[src/rtl/imm_gen_pipe.sv]
// Pipelined RV32I/RV64I immediate generator: combinational decode feeding a
// two-entry (main + skid) ready/valid register stage, plus an illegal-opcode counter.
module imm_gen_pipe #(
    parameter int XLEN  = 32,
    parameter int TAG_W = 32,
    parameter int CNT_W = 16
) (
    input  logic             clk,
    input  logic             rst,
    input  logic             in_valid,
    output logic             in_ready,
    input  logic [31:0]      in_instr,
    input  logic [TAG_W-1:0] in_tag,
    output logic             out_valid,
    input  logic             out_ready,
    output logic [XLEN-1:0]  out_imm,
    output logic [2:0]       out_type,
    output logic [TAG_W-1:0] out_tag,
    output logic [CNT_W-1:0] illegal_cnt,
    input  logic             cnt_clr
);

    typedef enum logic [1:0] {
        EMPTY = 2'd0,
        ONE   = 2'd1,
        TWO   = 2'd2
    } state_t;

    localparam logic [2:0] T_NONE = 3'd0;
    localparam logic [2:0] T_I    = 3'd1;
    localparam logic [2:0] T_S    = 3'd2;
    localparam logic [2:0] T_B    = 3'd3;
    localparam logic [2:0] T_U    = 3'd4;
    localparam logic [2:0] T_J    = 3'd5;
    localparam logic [2:0] T_ILL  = 3'd7;
    localparam bit         RV64   = (XLEN == 64);

    state_t state;
    state_t state_next;

    logic [6:0]      opcode;
    logic [XLEN-1:0] imm_i;
    logic [XLEN-1:0] imm_s;
    logic [XLEN-1:0] imm_b;
    logic [XLEN-1:0] imm_u;
    logic [XLEN-1:0] imm_j;
    logic [XLEN-1:0] dec_imm;
    logic [2:0]      dec_type;

    logic [XLEN-1:0]  main_imm;
    logic [2:0]       main_type;
    logic [TAG_W-1:0] main_tag;
    logic [XLEN-1:0]  skid_imm;
    logic [2:0]       skid_type;
    logic [TAG_W-1:0] skid_tag;
    logic [CNT_W-1:0] cnt;

    logic in_fire;
    logic out_fire;
    logic load_main;
    logic main_from_skid;
    logic load_skid;

    assign opcode = in_instr[6:0];

    // Each format is assembled as a signed field, then widened so bit 31 fills up to XLEN.
    assign imm_i = XLEN'($signed(in_instr[31:20]));
    assign imm_s = XLEN'($signed({in_instr[31:25], in_instr[11:7]}));
    assign imm_b = XLEN'($signed({in_instr[31], in_instr[7], in_instr[30:25],
                                  in_instr[11:8], 1'b0}));
    assign imm_u = XLEN'($signed({in_instr[31:12], 12'h000}));
    assign imm_j = XLEN'($signed({in_instr[31], in_instr[19:12], in_instr[20],
                                  in_instr[30:21], 1'b0}));

    always_comb begin
        dec_imm  = '0;
        dec_type = T_ILL;
        case (opcode)
            7'b0000011, 7'b0010011, 7'b1100111, 7'b1110011: begin
                dec_imm  = imm_i;
                dec_type = T_I;
            end
            7'b0011011: begin
                if (RV64) begin
                    dec_imm  = imm_i;
                    dec_type = T_I;
                end
            end
            7'b0100011: begin
                dec_imm  = imm_s;
                dec_type = T_S;
            end
            7'b1100011: begin
                dec_imm  = imm_b;
                dec_type = T_B;
            end
            7'b0110111, 7'b0010111: begin
                dec_imm  = imm_u;
                dec_type = T_U;
            end
            7'b1101111: begin
                dec_imm  = imm_j;
                dec_type = T_J;
            end
            7'b0110011: dec_type = T_NONE;
            7'b0111011: begin
                if (RV64) dec_type = T_NONE;
            end
            default: ;
        endcase
    end

    // valid/ready: a beat moves on any edge where valid & ready are both high; once
    // out_valid rises, out_imm/out_type/out_tag stay put until out_ready takes them.
    assign in_ready  = (state != TWO);
    assign out_valid = (state != EMPTY);
    assign in_fire   = in_valid & in_ready;
    assign out_fire  = out_valid & out_ready;

    always_ff @(posedge clk) begin
        if (rst) state <= EMPTY;
        else     state <= state_next;
    end

    always_comb begin
        state_next     = state;
        load_main      = 1'b0;
        main_from_skid = 1'b0;
        load_skid      = 1'b0;
        case (state)
            EMPTY: begin
                if (in_fire) begin
                    state_next = ONE;
                    load_main  = 1'b1;
                end
            end
            ONE: begin
                if (in_fire && out_fire) begin
                    load_main = 1'b1;
                end else if (out_fire) begin
                    state_next = EMPTY;
                end else if (in_fire) begin
                    state_next = TWO;
                    load_skid  = 1'b1;
                end
            end
            TWO: begin
                if (out_fire) begin
                    state_next     = ONE;
                    load_main      = 1'b1;
                    main_from_skid = 1'b1;
                end
            end
            default: state_next = EMPTY;
        endcase
    end

    always_ff @(posedge clk) begin
        if (rst) begin
            main_imm  <= '0;
            main_type <= T_NONE;
            main_tag  <= '0;
            skid_imm  <= '0;
            skid_type <= T_NONE;
            skid_tag  <= '0;
        end else begin
            if (load_main) begin
                main_imm  <= main_from_skid ? skid_imm  : dec_imm;
                main_type <= main_from_skid ? skid_type : dec_type;
                main_tag  <= main_from_skid ? skid_tag  : in_tag;
            end
            if (load_skid) begin
                skid_imm  <= dec_imm;
                skid_type <= dec_type;
                skid_tag  <= in_tag;
            end
        end
    end

    // Clear beats a same-cycle increment; the count sticks at all-ones.
    always_ff @(posedge clk) begin
        if (rst || cnt_clr) begin
            cnt <= '0;
        end else if (in_fire && dec_type == T_ILL && cnt != {CNT_W{1'b1}}) begin
            cnt <= cnt + CNT_W'(1);
        end
    end

    assign out_imm     = main_imm;
    assign out_type    = main_type;
    assign out_tag     = main_tag;
    assign illegal_cnt = cnt;

endmodule

[config.mk]
export PLATFORM = sky130hd
export DESIGN_NAME = imm_gen_pipe
export DESIGN_NICKNAME = d
export VERILOG_FILES = /design/src/rtl/imm_gen_pipe.sv
export SDC_FILE = /design/constraint.sdc
export NUM_CORES = 1
export LEC_CHECK = 0
export BUFFER_PORTS_ARGS = -buffer_cell sky130_fd_sc_hd__buf_2
export CORE_UTILIZATION = 30
export DETAILED_ROUTE_END_ITERATION = 12
export PLACE_DENSITY_LB_ADDON = 0.12
export SLEW_MARGIN = 30
export SYNTH_ARGS = -nofsm -noshare
export SYNTH_HDL_FRONTEND = slang
export SYNTH_SLANG_ARGS = --single-unit
[constraint.sdc]
create_clock -name clk -period 2.05 [get_ports clk]
set_input_delay 0.5125 -clock clk [delete_from_list [all_inputs] [get_ports clk]]
set_output_delay 0.5125 -clock clk [all_outputs]
set_load 0.02 [all_outputs]
* After elaboration in Yosys (flattened, before gate mapping)
Cells that the tools add are included.
** Word-level totals
- Bits in writable memories :: 0
- Memories :: 0
- Logic and storage cells :: 58
- Output and inout port bits :: 85
- Input port bits :: 69
- ROM bits :: 0
- Flip-flop bits (word level) :: 152
- Bits in latches :: 0
** Cells by class
- Muxes and demuxes :: 19
- Shift operators :: 0
- Reductions and logical operators :: 9
- Divide/modulo/power cells :: 0
- Magnitude comparators :: 0
- Equality and inequality tests :: 19
- Bitwise operators :: 2
- Add/subtract/negate cells :: 1
- $mul :: 0
** Operator list (count)
- one-hot mux 32 bit (5 select lines) :: 1
- 2-to-1 mux 32 bit :: 2
- == test 7 bit, second input constant :: 4
- == test 7 x 6 -> 1 bit, second input constant :: 3
- one-hot mux 3 bit (6 select lines) :: 1
- adder 16 x 1 -> 16 bit, second input constant :: 1
- != test 16 bit, second input constant :: 1
- == test 7 x 5 -> 1 bit, second input constant :: 2
- 2-to-1 mux 2 bit :: 5
- != test 2 bit, second input constant :: 4
- == test 7 x 2 -> 1 bit, second input constant :: 1
- 2-to-1 mux 1 bit :: 7
- one-hot mux 2 bit (3 select lines) :: 1
- AND reduction 4 bit :: 1
- OR reduction 4 bit :: 1
- == test 3 bit, second input constant :: 1
- logical AND 1 bit :: 3
- 2-to-1 mux 3 bit :: 1
- != test 3 bit, second input constant :: 1
- one-hot mux 1 bit (3 select lines) :: 1
- bitwise AND 1 bit :: 2
- == test 2 x 1 -> 1 bit, second input constant :: 1
- == test 2 bit, second input constant :: 1
- logical NOT 2 bit :: 1
- other kinds (3) :: 3

* Depth between registers and ports, before layout
Gate-level depths: netlist of run 1.
- Depth in word-level cells :: 6
- Depth in mapped cells :: 7
- Gate-level depth less buffers :: 6

* Worst setup path after synthesis of run 1
Ideal clock, no wire load.
- Kind :: input -> register
- From :: input in_instr[3]
- To :: register cnt[15], in the netlist illegal_cnt[15]
- Stages :: 6
- Data required time :: 1.979 ns
- Library setup time :: 0.071 ns
- Path slack :: 0.147 ns
- Buffers on the path :: 1
- Arrival :: 1.833 ns
- Path through :: buf_6 > nand4bb_4 > o211ai_4 > or4_4 > or3_1 > a21oi_1
** On the way
- Cells in the longest elaborated chain, start to end :: 6
- Elaborated cells on any way between the ends :: 16
- Those cells by class :: eq/ne (11); mux (1); reduce/logical (4)
** Ends and longest elaborated chain
- start: declaration :: RTL line 12 : input logic [31:0] in_instr,
- == test 7 x 2 -> 1 bit, or another cell as far along :: RTL line 78 : case (opcode)
- OR reduction 4 bit / OR reduction 2 bit (equally long branches) :: RTL line 78
- one-hot mux 3 bit (6 select lines) (*) :: RTL line 78
- == test 3 bit (*) :: RTL line 184 : end else if (in_fire && dec_type == T_ILL && cnt != {CNT_W{1'b1}}) begin
- logical AND 1 bit (*) (2 in series) :: RTL line 184
- end signal: assignment :: RTL line 185 : cnt <= cnt + CNT_W'(1);
- end: declaration :: RTL line 56 : logic [CNT_W-1:0] cnt;
Every way passes the cells marked *; elsewhere a longest branch is shown, timed or not.
A chain may end at the register's enable or synchronous reset.

* Worst setup path in the final report of run 1
- From :: register state[1]
- To :: output in_ready
** On the way
- Cells in the longest elaborated chain, start to end :: 1
** Ends and longest elaborated chain
- start: declaration :: RTL line 38 : state_t state;
- start signal: assignment :: RTL line 122 : else state <= state_next;
- != test 2 bit :: RTL line 115 : assign in_ready = (state != TWO);
- end: declaration :: RTL line 11 : output logic in_ready,
No other way between the ends.

==> impl_metrics.tcl, run 1 <==
set metrics [dict create \
    core.rowCount 52 \
    ys.flop_type "dfxtp_1" \
    netlist_area_um2 6370 \
    cts_setup_buffers 0 \
    ir_drop_uv 536 \
    min_period_ps 1950 \
    final.setup_skew_ps 10.1 \
    final-seq-area_um2 3040 \
    synth_common_cells "dfxtp_1 (152), nand2_1 (132), a21oi_1 (110)" \
    reg2reg_from "illegal_cnt[7]$_SDFFE_PP0P_" \
    syn_inst 768 \
    synth_area_leader_cell "dfxtp_1" \
    synthToLayoutAreaGrowth_pct 31.4 \
    tns_ps 0 \
    power_leakage_nw 3.32 \
    ant_nets 0 \
    ios 154 \
    grt_pass1_vias 5818 \
    worstSkewPairLatency_ps 420 \
    final_util_pct 40.9 \
    die_h_um 148 \
    ys_seq_area_share_pct 47.8 \
    startpoint_type "flip-flop" \
    postSynth.asyncResetShare_pct 0 \
    cp_cell_sequence "or2b_2 -> buf_2" \
    antenna_found_initial 0 \
    syn_nets 838 \
    period_share_pct 95.0 \
    powerDensity_nw_per_um2 860 \
    grtUsageTotal_pct 18.0 \
    port-buffer-count 153 \
    nets 997 \
    gr-total-overflow 0 \
    chipWidth_um 148 \
    crit_family "simple AND/OR/NAND/NOR gates" \
    worstSetupStartpoint "state[1]$_SDFFE_PP0P_" \
    grt_max_degree 50 \
    tightest_slew_ps 629 \
    synthTopCellsByArea "dfxtp_1 (48%), a21oi_1 (8.6%), a22oi_1 (7.8%), nand2_1 (7.8%), nor2_1 (3.9%)" \
    synth_top_area_share_pct 47.8 \
    critPathMaxStageDelay_ps 420 \
    fmax_mhz 514 \
    layout-drive-gt1-share_pct 27.6 \
    crit_slowest_cell "or2b_2" \
    clkTransAtPathRegs_ps 70 \
    cp.required_ps 1540 \
    cts_made_buffers 17 \
    cts-resized-gates 0 \
    yosys.cell_count.top_type "dfxtp_1" \
    path_class "reg -> out" \
    cts_hold_buf 0 \
    clk_path_buf_depth 2 \
    maxCapViolations 0 \
    gp_congestion 0.883 \
    endpoint_kind "primary output" \
    cp.arrival_ps 1430 \
    ys_warn_count 0 \
    antenna_cells 0 \
    synth_edf_count 0 \
    syn_avg_cell_area_um2 8.30 \
    hp-class "in -> reg" \
    multi_input_area_um2 3100 \
    synth_cell_types 57 \
    vias_per_cell 5.01 \
    drt_iter0_drc 329 \
    nFillCells 2167 \
    start_util_pct 31.1 \
    die_area_um2 21800 \
    drv_slew 0 \
    cts_tree "built" \
    finalHoldViolCount 0 \
    coreArea_um2 20500 \
    cts-root-buf "clkbuf_16" \
    dr.pass1.iters 5 \
    slew_headroom_pct 58.1 \
    cts.sinks 152 \
    dp_hpwl_mm 13.2 \
    critPathMaxFanout 6 \
    rsz0062_at_grt "no" \
    wl_per_cell_um 16.0 \
    synth_seq_cells 152 \
    routed_wl_mm 19.4 \
    min-delay-start "in_tag[16]" \
    vias 6063 \
    drc 0 \
    status "completed" \
    htreeDepth 4 \
    path_buf_inv 1 \
    grt_pass1_wl_mm 30.8 \
    finalSetupViolations 0 \
]
## worst paths after layout
| kind | endpoint | slack [ps] | cells past startpoint |
|---|---|---|---|
| setup / recovery | in_ready | 100 | 2 |
| hold / removal | skid_tag[16]$_SDFFE_PP0P_ | 340 | 3 |
| setup reg to reg | illegal_cnt[13]$_SDFFE_PP0P_ | 200 | 5 |
| hold reg to reg | out_tag[22]$_SDFFE_PP0P_ | 450 | 2 |
## cell type report
| type | count | area share [%] |
|---|---|---|
| clock inverters | 12 | 1.94 |
| multi-input cells | 551 | 37.0 |
| flip-flops and latches | 152 | 36.3 |
| clock buffers | 20 | 5.57 |
| well taps | 270 | 4.03 |
| repair buffers | 200 | 14.9 |
| inverters | 5 | 0.224 |
## logic make-up (layout without fill, tap and decap cells)
family / after synthesis / in the layout / synth area share [%]
flops: 152 / 152 / 47.8
buf+inv: 65 / 237 / 4.14
fa+ha+maj: 1 / 1 / 0.196
simple gates: 292 / 292 / 21.2
xor+xnor: 5 / 5 / 0.687
mux: 3 / 3 / 0.471
compound gates: 250 / 250 / 25.5
## metrics by stage
| step | power, mW | instances | hold WS [ps] | worst slack (ps) | area [µm²] |
|---|---|---|---|---|---|
| global placement | 3.93 | 1178 | 441 | 10.8 | 7740 |
| global route | 7.51 | 1210 | 329 | 26.3 | 8370 |
| finish | 7.20 | 1210 | 337 | 103 | 8370 |
| floorplan | 3.57 | 768 | 437 | 147 | 6370 |
| detailed placement | 3.92 | 1178 | 444 | -22.2 | 7740 |
| CTS | 7.31 | 1210 | 317 | 91.2 | 8370 |
## flip-flops by register name (all words and copies together), names as in the netlist
name / cells
out_imm: 32
out_tag: 32
skid_imm: 32
skid_tag: 32
illegal_cnt: 16
out_type: 3
skid_type: 3
state: 2
## cells in the final DEF (no fill, tap or decap), drive strengths merged, types with 6 or more instances in the layout
cell	count
buf	200
dfxtp	152
nand2	132
a21oi	111
nor2	67
a22oi	66
nor3	29
clkbuf	20
o21ai	16
and2	15
a211oi	13
o22ai	9
inv	9
nand3	7
o2bb2ai	6
or3	6
a222oi	6
## worst min-delay path: stages
cell     delay (ps)
buf_2           110
nand2_1          50
a21oi_1          50
## routing by layer
| layer | vias to the layer above | global-route usage, % | share of wire, % |
|---|---|---|---|
| li1 | 3065 | - | - |
| met1 | 2849 | 23.6 | 47 |
| met2 | 137 | 30.1 | 48 |
| met3 | 12 | 3.92 | 4.4 |
| met4 | 0 | 4.43 | 0.92 |
| met5 | - | 0 | 0 |
## power breakdown
part	switching, mW	internal (mW)
Clock	1.32	2.03
Combinational	0.462	0.287
Sequential	0.0500	3.05
(Power assumes the default switching activity.)
==> run 2, diff against run 1 <==
--- a/config.mk
+++ b/config.mk
@@ -5,10 +5,12 @@
 export SDC_FILE = /design/constraint.sdc
 export NUM_CORES = 1
 export LEC_CHECK = 0
+export ABC_AREA = 1
 export BUFFER_PORTS_ARGS = -buffer_cell sky130_fd_sc_hd__buf_2
 export CORE_UTILIZATION = 30
 export DETAILED_ROUTE_END_ITERATION = 12
 export PLACE_DENSITY_LB_ADDON = 0.12
+export RECOVER_POWER = 25
 export SLEW_MARGIN = 30
 export SYNTH_ARGS = -nofsm -noshare
 export SYNTH_HDL_FRONTEND = slang
==> constraint.sdc (replaced) <==
create_clock -name clk -period 2.48 [get_ports clk]
set_input_delay 0.62 -clock clk [delete_from_list [all_inputs] [get_ports clk]]
set_output_delay 0.62 -clock clk [all_outputs]
set_load 0.02 [all_outputs]
==> impl_metrics.tcl, run 2 <==
set metrics [dict create \
    status "finished with violations" \
    violations "DRC" \
    final_common_cell "nand2_1" \
    netlist_area_um2 6760 \
    clk_path_buf_depth 2 \
    synth_cell_types 33 \
    syn_inst 975 \
    syn_nets 1045 \
    tns_ps 0 \
    hp-class "in -> reg" \
    p_total_mw 6.03 \
    dr.pass1.iters 8 \
    synthTopCellsByArea "dfxtp_1 (45%), nand2_1 (11%), nor2_1 (9.2%), o21ai_0 (7.2%), inv_1 (5.9%)" \
    min_period_ps 2000 \
    fmax_mhz 499 \
    vias_per_cell 4.67 \
    cp.arrival_ps 2350 \
    ys_warn_count 0 \
    routed_wl_mm 19.5 \
    powerDensity_nw_per_um2 724 \
    antenna_found_initial 1 \
    postSynth.asyncResetShare_pct 0 \
    cts_tree "built" \
    die_h_um 152 \
    chipWidth_um 152 \
    grtUsageTotal_pct 17.2 \
    reg2reg_to "skid_tag[16]$_SDFFE_PP0P_" \
    endpoint_kind "flip-flop" \
    clkTransAtPathRegs_ps 70 \
    reg2reg_slack_ps 480 \
    yosys.cell_count.top_type "nand2_1" \
    vias 6527 \
    grt_max_degree 73 \
    tightest_slew_ps 1050 \
    ios 154 \
    core.rowCount 54 \
    ys.flop_type "dfxtp_1" \
    synthToLayoutAreaGrowth_pct 23.2 \
    cp.required_ps 2820 \
    endpoint "skid_tag[16]$_SDFFE_PP0P_" \
    synth_seq_cells 152 \
    synth_edf_count 0 \
    path_class "reg -> reg" \
    critPathMaxFanout 56 \
    dpl-instance-area_um2 7780 \
    nFillCells 2451 \
    final-seq-area_um2 3040 \
    reg2reg_from "state[0]$_SDFFE_PP0P_" \
    dp_hpwl_mm 12.6 \
    synth_top_area_share_pct 45.0 \
    grt_pass1_vias 6062 \
    drt_iter0_drc 288 \
    cts-resized-gates 0 \
    period_share_pct 80.8 \
    crit_slowest_cell "clkbuf_2" \
    cts_hold_buf 0 \
    rsz0062_at_grt "no" \
    final.setup_skew_ps 7.86 \
    cts_made_buffers 17 \
    final_cell_mix "nand2_1 (195), nor2_1 (166), dfxtp_1 (152)" \
    coreArea_um2 22000 \
    finalSetupViolations 0 \
    worstSetupStartpoint "state[0]$_SDFFE_PP0P_" \
    final_util_pct 37.9 \
    ir_drop_uv 414 \
    gr-total-overflow 0 \
    syn_avg_cell_area_um2 6.94 \
    synth_common_cells "nand2_1 (194), nor2_1 (166), dfxtp_1 (152)" \
    antenna_cells 0 \
    rr_worst_depth 5 \
    finalHoldViolCount 0 \
    drc 8 \
    ant_nets 0 \
    critPathMaxStageDelay_ps 840 \
    layout-drive-gt1-share_pct 15.9 \
    maxCapViolations 0 \
    htreeDepth 4 \
    die_area_um2 23200 \
    power_leakage_nw 3.71 \
    ys_seq_area_share_pct 45.0 \
    drv_slew 0 \
    cp_cell_sequence "nand2_1 -> nor3_1 -> clkbuf_2 -> o21ai_0 -> a21oi_1" \
    grt_pass1_wl_mm 32.0 \
    slew_headroom_pct 29.9 \
    port-buffer-count 153 \
    nets 1177 \
    multi_input_area_um2 3010 \
    final_cell_area_um2 8330 \
    gp_congestion 0.821 \
    synth_area_leader_cell "dfxtp_1" \
    cts-root-buf "clkbuf_16" \
    worstSkewPairLatency_ps 430 \
    cts_setup_buffers 0 \
    startpoint_type "flip-flop" \
    worst_hold_slack_ps 430 \
    cts.sinks 152 \
    start_util_pct 30.8 \
    wl_per_cell_um 14.0 \
]
run 2: changes by cell type in the layout (fill, tap and decap cells not counted), moves of 31 or more:
cell | previous run | this run
nand2_1 | 131 | 195
clkbuf_1 | 0 | 55
nor2_1 | 63 | 166
a21oi_1 | 110 | 79
a22oi_1 | 66 | 0
o21ai_0 | 16 | 97
buf_2 | 152 | 99
inv_1 | 5 | 108
run 2: cell type report:
class / instances / area share (%)
clock buffer: 18 / 5.15
inverter: 119 / 5.36
sequential: 152 / 36.5
timing repair buffer: 168 / 10.0
clock inverter: 13 / 2.61
multi-input combinational: 649 / 36.2
tap: 280 / 4.20
run 2: critical path: cells and delay by family (launching register included):
| family | cells | cell delay, ps |
|---|---|---|
| AOI/OAI and AO/OA | 2 | 340 |
| buffers and inverters | 1 | 840 |
| DFF | 1 | 390 |
| and+or+nand+nor | 2 | 340 |
run 2: cell families after synthesis:
family,synth area share [%]
buffers and inverters,10.4
AO/OA/AOI/OAI,19.1
AND/OR/NAND/NOR,25.4
adder cells (fa/ha/maj),0.185
flip-flops,45.0
run 2: metal layers:
layer	vias up	track usage, %	share of wire, %
li1	3404	-	-
met1	2944	22.4	48
met2	158	27.6	45
met3	19	4.92	6.3
met4	2	5.05	1.1
met5	-	0	0.067
run 2: where the power goes:
group | total [mW] | internal [mW] | switching [mW]
registers | 2.58 | 2.53 | 0.0452
clock network | 2.90 | 1.80 | 1.11
logic | 0.549 | 0.175 | 0.374
total | 6.03 | 4.51 | 1.52
run 2: how the worst min path moves through the flow:
stage	from	to	slack, ps	depth (start not counted)
after floorplan	skid_tag[10]$_SDFFE_PP0P_	out_tag[10]$_SDFFE_PP0P_	460	2
after global placement	skid_tag[11]$_SDFFE_PP0P_	out_tag[11]$_SDFFE_PP0P_	470	2
after detailed placement	out_tag[8]$_SDFFE_PP0P_	out_tag[8]$_SDFFE_PP0P_	470	2
after CTS	in_tag[2]	skid_tag[2]$_SDFFE_PP0P_	410	3
after global routing	in_tag[0]	skid_tag[0]$_SDFFE_PP0P_	420	3
final	in_tag[0]	skid_tag[0]$_SDFFE_PP0P_	430	3
run 2: metrics by stage:
stage / setup slack, ps / std cells
5_1_grt: 200 / 1399
3_3_place_gp: 269 / 1368
4_1_cts: 552 / 1399
3_5_place_dp: 250 / 1368
2_1_floorplan: 766 / 975
6_report: 476 / 1399
==> run 3, diff against run 2 <==
==> constraint.sdc (replaced) <==
create_clock -name clk -period 2 [get_ports clk]
set_input_delay 0.5 -clock clk [delete_from_list [all_inputs] [get_ports clk]]
set_output_delay 0.5 -clock clk [all_outputs]
set_load 0.02 [all_outputs]
==> impl_metrics.tcl, run 3 (same netlist as run 2, synthesis figures left out) <==
set metrics [dict create \
    final_cell_mix "nand2_1 (195), nor2_1 (166), dfxtp_1 (152)" \
    vias 6546 \
    finalHoldViolCount 0 \
    vias_per_cell 4.63 \
    seq_power_share_pct 45.1 \
    dr.pass1.iters 11 \
    layout-drive-gt1-share_pct 19.2 \
    worstSetupStartpoint "state[1]$_SDFFE_PP0P_" \
    htreeDepth 4 \
    violations "DRC" \
    reg2reg_slack_ps 310 \
    core.rowCount 54 \
    drt_iter0_drc 329 \
    cp.arrival_ps 1270 \
    grtUsageTotal_pct 17.9 \
    clkPwrFrac_pct 44.7 \
    fmax_mhz 564 \
    startpoint_type "flip-flop" \
    internal_power_mw 5.18 \
    met3_length_mm 1.08 \
    dp_cells 1382 \
    final_util_pct 38.6 \
    antenna_cells 0 \
    endpoint_kind "primary output" \
    status "finished with violations" \
    power_leakage_nw 3.87 \
    power.switching_mw 1.90 \
    gr-total-overflow 0 \
    final_common_cell "nand2_1" \
    clk_path_buf_depth 2 \
    wl_per_cell_um 14.2 \
    cts_hold_buf 0 \
    period_share_pct 88.6 \
    top_layer_used "met4" \
    switching_share_pct 26.9 \
    die_h_um 152 \
    cts_tree "built" \
    ir_drop_uv 538 \
    reg2reg_to "skid_type[0]$_SDFFE_PP0P_" \
    reg2reg_from "state[0]$_SDFFE_PP0P_" \
    min_period_ps 1770 \
    slew_headroom_pct 59.0 \
    gp_congestion 0.807 \
    path_class "reg -> out" \
    finalSetupViolations 0 \
    wl_met1_mm 9.63 \
    die_area_um2 23200 \
    maxCapViolations 0 \
    nets 1191 \
    instances_no_fill 1414 \
    rsz0062_at_grt "no" \
    cts-resized-gates 0 \
    synthToLayoutAreaGrowth_pct 25.2 \
    dr_wl_met2_mm 9.17 \
    start_util_pct 30.8 \
    worstSkewPairLatency_ps 430 \
    antenna_found_initial 0 \
    grt_pass1_wl_mm 33.1 \
    grt_pass1_vias 6267 \
    critPathMaxFanout 4 \
    powerDensity_nw_per_um2 837 \
    ios 154 \
    tightest_slew_ps 615 \
    cp.required_ps 1500 \
    chipWidth_um 152 \
    tns_ps 0 \
    rr_worst_depth 5 \
    coreArea_um2 22000 \
    port-buffer-count 153 \
    final.setup_skew_ps 14.6 \
    cts.sinks 152 \
    routed_wl_mm 20.1 \
    ant_nets 0 \
    grt_max_degree 75 \
    cts-root-buf "clkbuf_16" \
    nFillCells 2407 \
    hp-class "in -> reg" \
    drc 8 \
    clkTransAtPathRegs_ps 60 \
    endpoint "in_ready" \
    dp_hpwl_mm 13.4 \
    drv_slew 0 \
    cts_made_buffers 17 \
    cts_setup_buffers 0 \
    combPwrFrac_pct 10.1 \
]
run 3: cell count changes in the layout (fill, tap and decap cells not counted):
cell and change:
clkbuf_8 +2, buf_2 +24, nor3_1 -1, inv_8 -1, clkbuf_1 -23, buf_12 +5
inv_1 -1, buf_4 +8, clkinvlp_4 +3, nor3_4 +1, clkinv_4 +1, bufinv_16 -4
inv_2 +1
run 3: cell type report:
| type | instances | area, µm² | area share, % |
|---|---|---|---|
| multi-input cells | 649 | 3020 | 35.7 |
| clock buffers | 20 | 457 | 5.39 |
| inverters | 119 | 447 | 5.28 |
| repair buffers | 182 | 1030 | 12.1 |
| well taps | 280 | 350 | 4.14 |
| flip-flops and latches | 152 | 3040 | 35.9 |
| clock inverters | 12 | 118 | 1.39 |
run 3: power by group through the flow:
stage                     combinational [mW]  clock, mW  sequential, mW
after floorplan                        0.371          0            3.32
after global placement                 0.738          0            3.27
after detailed placement               0.740          0            3.27
after CTS                              0.743       3.26            3.20
after global routing                   0.807       3.39            3.21
final                                  0.719       3.17            3.20
run 3: how the worst min path moves through the flow:
stage / startpoint / to / slack, ps / cells after the start
global route: in_tag[5] / skid_tag[5]$_SDFFE_PP0P_ / 310 / 3
detailed placement: out_tag[0]$_SDFFE_PP0P_ / out_tag[0]$_SDFFE_PP0P_ / 470 / 2
global placement: skid_tag[10]$_SDFFE_PP0P_ / out_tag[10]$_SDFFE_PP0P_ / 470 / 2
finish: in_tag[2] / skid_tag[2]$_SDFFE_PP0P_ / 310 / 3
floorplan: skid_tag[10]$_SDFFE_PP0P_ / out_tag[10]$_SDFFE_PP0P_ / 460 / 2
CTS: in_tag[5] / skid_tag[5]$_SDFFE_PP0P_ / 290 / 3
run 3: routing by layer:
| layer | vias to the layer above | track usage (%) |
|---|---|---|
| li1 | 3422 | - |
| met1 | 2958 | 23.3 |
| met2 | 156 | 29.4 |
| met3 | 10 | 4.49 |
| met4 | 0 | 4.76 |
| met5 | - | 0 |
run 3: per-stage QoR:
step / worst slack (ps) / power (mW) / area (µm²) / hold slack [ps]
detailed placement: 42.1 / 4.01 / 7940 / 469
global route: 92.1 / 7.41 / 8470 / 313
floorplan: 328 / 3.70 / 6760 / 460
CTS: 199 / 7.20 / 8510 / 295
global placement: 75.1 / 4.01 / 7940 / 470
finish: 228 / 7.09 / 8470 / 313
run 3: critical path: stages (launching register included):
cell and delay, ps:
dfxtp_1 430, inv_2 90, nor2_4 110, inv_1 60, buf_2 150
